==> config.mk <==
export PLATFORM = sky130hd
export DESIGN_NAME = iter_adder_2b
export DESIGN_NICKNAME = d
export VERILOG_FILES = /design/src/rtl/iter_adder_2b_pkg.sv /design/src/rtl/add_slice_2b.sv /design/src/rtl/iter_adder_2b.sv
export SDC_FILE = /design/constraint.sdc
export NUM_CORES = 1
export LEC_CHECK = 0
export BUFFER_PORTS_ARGS = -buffer_cell sky130_fd_sc_hd__buf_2
export CAP_MARGIN = 30
export CORE_ASPECT_RATIO = 1.2
export CORE_UTILIZATION = 45
export DETAILED_ROUTE_END_ITERATION = 16
export PLACE_DENSITY = 0.64
export SLEW_MARGIN = 40
export SYNTH_ARGS = -nofsm -noshare
export SYNTH_HDL_FRONTEND = slang
export SYNTH_SLANG_ARGS = --single-unit
==> constraint.sdc <==
create_clock -name clk -period 2.81 [get_ports clk]
set_input_delay 0.281 -clock clk [delete_from_list [all_inputs] [get_ports clk]]
set_output_delay 0.281 -clock clk [all_outputs]
set_load 0.05 [all_outputs]
==> src/rtl/iter_adder_2b_pkg.sv <==
// Shared definitions for the iterative 2-bit-per-cycle adder.
// Contents: FSM state encoding used by iter_adder_2b.
package iter_adder_2b_pkg;

    typedef enum logic [1:0] {
        STATE_IDLE = 2'd0,
        STATE_CALC = 2'd1,
        STATE_DONE = 2'd2
    } state_e;

endpackage

==> src/rtl/add_slice_2b.sv <==
// Purely combinational 2-bit full adder slice.
// Ports:
//   a0[1:0], b0[1:0] : operand bit pairs
//   cin              : carry in
//   sum[1:0]         : sum bits
//   cout             : carry out
module add_slice_2b (
    input  logic [1:0] a0,
    input  logic [1:0] b0,
    input  logic       cin,
    output logic [1:0] sum,
    output logic       cout
);

    logic [2:0] total;

    always_comb begin
        total = {1'b0, a0} + {1'b0, b0} + {2'b00, cin};
        sum   = total[1:0];
        cout  = total[2];
    end

endmodule

==> src/rtl/iter_adder_2b.sv <==
// Multi-cycle NBITS-wide adder that reuses one 2-bit adder slice, holding
// the carry in a register between cycles. Val/rdy handshakes on both sides.
// Ports:
//   clk, rst                 : clock, synchronous active-high reset
//   istream_val/istream_rdy  : operand handshake (in0, in1)
//   ostream_val/ostream_rdy  : result handshake (out, cout)
//   out                      : (in0 + in1) mod 2^NBITS
//   cout                     : carry-out of the full addition
module iter_adder_2b
    import iter_adder_2b_pkg::*;
#(
    parameter int unsigned NBITS = 8
) (
    input  logic             clk,
    input  logic             rst,
    input  logic             istream_val,
    output logic             istream_rdy,
    input  logic [NBITS-1:0] in0,
    input  logic [NBITS-1:0] in1,
    output logic             ostream_val,
    input  logic             ostream_rdy,
    output logic [NBITS-1:0] out,
    output logic             cout
);

    localparam int unsigned STEPS = NBITS / 2;
    localparam int unsigned CW    = $clog2(STEPS) + 1;
    localparam logic [CW-1:0] LAST_STEP = CW'(STEPS - 1);

    state_e           state_q, state_d;
    logic [NBITS-1:0] a_q, a_d;
    logic [NBITS-1:0] b_q, b_d;
    logic [NBITS-1:0] result_q, result_d;
    logic             carry_q, carry_d;
    logic             cout_q, cout_d;
    logic [CW-1:0]    cnt_q, cnt_d;

    logic [1:0]       slice_sum;
    logic             slice_cout;

    add_slice_2b u_slice (
        .a0   (a_q[1:0]),
        .b0   (b_q[1:0]),
        .cin  (carry_q),
        .sum  (slice_sum),
        .cout (slice_cout)
    );

    // rst gates both handshake outputs so nothing is offered or presented
    // while a reset is being applied, including a reset landing in DONE.
    assign istream_rdy = (state_q == STATE_IDLE) && !rst;
    assign ostream_val = (state_q == STATE_DONE) && !rst;
    assign out         = result_q;
    assign cout        = cout_q;

    always_comb begin
        state_d  = state_q;
        a_d      = a_q;
        b_d      = b_q;
        result_d = result_q;
        carry_d  = carry_q;
        cout_d   = cout_q;
        cnt_d    = cnt_q;

        unique case (state_q)
            STATE_IDLE: begin
                if (istream_val && istream_rdy) begin
                    a_d     = in0;
                    b_d     = in1;
                    carry_d = 1'b0;
                    cnt_d   = '0;
                    state_d = STATE_CALC;
                end
            end
            STATE_CALC: begin
                // Operands drain LSB-first; the sum fills in from the MSB end
                // so after STEPS shifts it sits fully aligned.
                a_d      = {2'b00, a_q[NBITS-1:2]};
                b_d      = {2'b00, b_q[NBITS-1:2]};
                result_d = {slice_sum, result_q[NBITS-1:2]};
                carry_d  = slice_cout;
                cnt_d    = cnt_q + CW'(1);
                if (cnt_q == LAST_STEP) begin
                    cout_d  = slice_cout;
                    state_d = STATE_DONE;
                end
            end
            STATE_DONE: begin
                if (ostream_rdy) begin
                    state_d = STATE_IDLE;
                end
            end
            default: begin
                state_d = STATE_IDLE;
            end
        endcase
    end

    always_ff @(posedge clk) begin
        if (rst) begin
            state_q  <= STATE_IDLE;
            a_q      <= '0;
            b_q      <= '0;
            result_q <= '0;
            carry_q  <= 1'b0;
            cout_q   <= 1'b0;
            cnt_q    <= '0;
        end else begin
            state_q  <= state_d;
            a_q      <= a_d;
            b_q      <= b_d;
            result_q <= result_d;
            carry_q  <= carry_d;
            cout_q   <= cout_d;
            cnt_q    <= cnt_d;
        end
    end

endmodule

==> impl_metrics.tcl <==
set metrics [dict create \
    status "finished, final reports clean" \
    cts_tree "done" \
    synth_top_family_by_area "compound AO/OA/AOI/OAI gates" \
    synth_mux_area_frac 0.01473 \
    setup_tns_ns 0 \
    p_comb_frac 0.140 \
    hp-class "in2reg" \
    routedWlPerCell_um 12.29 \
    final_common_cell "dfxtp_1" \
    synth_compound_area_frac 0.2403 \
    power.switching_uw 239.9 \
    slew_violations 0 \
    final_area_um2 1553 \
    cts_root_buf "clkbuf_4" \
    ys_types 30 \
    crit_chain "nor3b_1 > buf_2" \
    insertion_delay_ns 0.32 \
    cts_buffer_depth 2 \
    intPower_uw 663.0 \
    cp_slowest_cell "dfxtp_1" \
    grt_pass1_vias 1021 \
    core-area_um2 2838 \
    rows 21 \
    yosysSeqAreaShare 0.4567 \
    hpwl_um 1780 \
    syn2layout_area_growth_pct 14.27 \
    cp-end-kind "primary output" \
    ir_drop_v 0.0003474 \
    cap_viol_max_count 0 \
    nNetsFinal 197 \
    slew_headroom 0.6278 \
    yosysWarnings 0 \
    fmax_ghz 0.6021 \
    grt_max_degree 34 \
    crit_type "reg2out" \
    final_cell_mix "31 x dfxtp_1, 30 x buf_2, 22 x a21oi_1" \
    n_fill_cell 281 \
    power.share.sequential 0.534 \
    numPortBuffers 30 \
    tightest_slew_ns 0.5584 \
    powerDensity_nw_per_um2 581.5 \
    ys_ff_latch 31 \
    detail-route-antenna-nets 0 \
    die_w_um 52.16 \
    cpPeakStageDelay_ns 0.54 \
    die_h_um 62.20 \
    cts_resized 0 \
    syn_inst 147 \
    synth_fp_nets 171 \
    fin_crit_ns 1.661 \
    antenna_found_initial 0 \
    clkSinkCount 31 \
    clock_power_share 0.325 \
    numCtsBuffers 5 \
    critPathLaunchType "flip-flop" \
    path_clk_slew_ns 0.09 \
    arrival_ns 1.38 \
    track_usage 0.1851 \
    antenna_cells 0 \
    cts_setup_buffers 0 \
    critical_path_required_ns 2.53 \
    setup_viol_count_final 0 \
    drc 0 \
    gp_congestion 0.6545 \
    drtIter0Drc 25 \
    dieArea_um2 3244 \
    vias 1091 \
    synthAdderAreaFrac 0.04788 \
    drtPass1Iterations 4 \
    p_total_uw 902.9 \
    crit_path_max_fanout 12 \
    min-delay-start "in0[6]" \
    synthXorXnorAreaFrac 0 \
    start_util 0.4788 \
    synth_area_per_cell_um2 9.244 \
    grt.overflow.total 0 \
    rsz0062_at_grt "false" \
    cts_hold_buf 0 \
    hold_viol 0 \
    r2r_start "a_q[0]" \
    htree_levels 2 \
    place_area_um2 1484 \
    grt_pass1_wl_um 4388 \
    drt-total-wl_um 2557 \
    crit_start "state_q[1]" \
    viasPerCell 5.245 \
    synthesis.area_um2 1359 \
    yosys.area_share.simple 0.1326 \
    ioPinCount 31 \
    drive_above_1_share 0.2529 \
    period_share 0.5911 \
    p_leak_nw 0.6340 \
    switching_share 0.2657 \
    skew_ns 0.004384 \
]
-- metrics by stage --
step,setup slack (ns),utilization,instances,hold slack [ns]
6_report,1.149,0.5472,208,0.2110
4_1_cts,1.135,0.5472,208,0.1935
3_5_place_dp,1.245,0.5229,200,0.4507
3_3_place_gp,1.308,0.5229,200,0.4400
5_1_grt,1.047,0.5472,208,0.1978
2_1_floorplan,0.7510,-,147,0.4408
-- power by group through the flow --
stage	Sequential [mW]	Clock [mW]	Combinational, mW
final	0.482	0.294	0.127
after global routing	0.486	0.325	0.142
after CTS	0.483	0.305	0.128
after detailed placement	0.493	0	0.128
after global placement	0.491	0	0.125
after floorplan	0.501	0	0.0895
-- cell type report --
type	instances	area [um2]	share of cell area
well taps	34	42.54	0.02740
inverters	19	71.32	0.04593
multi-input cells	85	591.8	0.3811
clock buffers	8	68.82	0.04432
flip-flops and latches	31	620.6	0.3997
repair buffers	31	157.7	0.1015
-- state kept, by name, indices dropped and copies added, names as in the netlist --
register and cells:
out 8, a_q 8, cout 1, state_q 2
carry_q 1, cnt_q 3, b_q 8
-- cells by family after synthesis --
group,Yosys count
fa+ha+maj,4
simple gates,34
compound gates,45
flops,31
buf+inv,31
mux,2
-- cell usage after synthesis (all sizes together) --
library cell | instances | area (um2)
and2b | 1 | 10.01
nor2 | 11 | 51.30
buf | 9 | 63.80
a311oi | 1 | 8.760
mux2i | 2 | 20.02
a22oi | 3 | 22.52
nand2b | 2 | 20.02
nor3b | 3 | 22.52
o21ai | 2 | 10.01
a211oi | 2 | 15.01
o21bai | 1 | 7.510
dfxtp | 31 | 620.6
o221a | 12 | 135.1
ha | 2 | 25.02
nor2b | 1 | 6.260
clkbuf | 3 | 11.26
nor3 | 2 | 10.01
fa | 2 | 40.04
nand2 | 12 | 45.04
a2bb2oi | 2 | 17.52
nand3b | 2 | 15.01
inv | 19 | 71.32
a21oi | 22 | 110.1
-- routing by layer --
layer	part of all wire	track usage	vias to the layer above
li1	-	-	558
met3	0.048	0.07353	4
met1	0.48	0.2226	505
met4	0.020	0.08882	0
met2	0.46	0.2821	24
met5	0	0	-
-- critical path, delay by kind of cell (launching register included) --
kind | cells | cell delay (ns)
buffers and inverters | 1 | 0.29
DFF | 1 | 0.54
and+or+nand+nor | 1 | 0.23
-- path summary, 6_finish.rpt --
check             slack, ns          end  cells past startpoint
setup / recovery       1.15  ostream_val                      2
hold / removal         0.21       a_q[6]                      3
setup reg to reg       1.23         cout                      4
hold reg to reg        0.46       out[1]                      2
(Power assumes the default switching activity.)
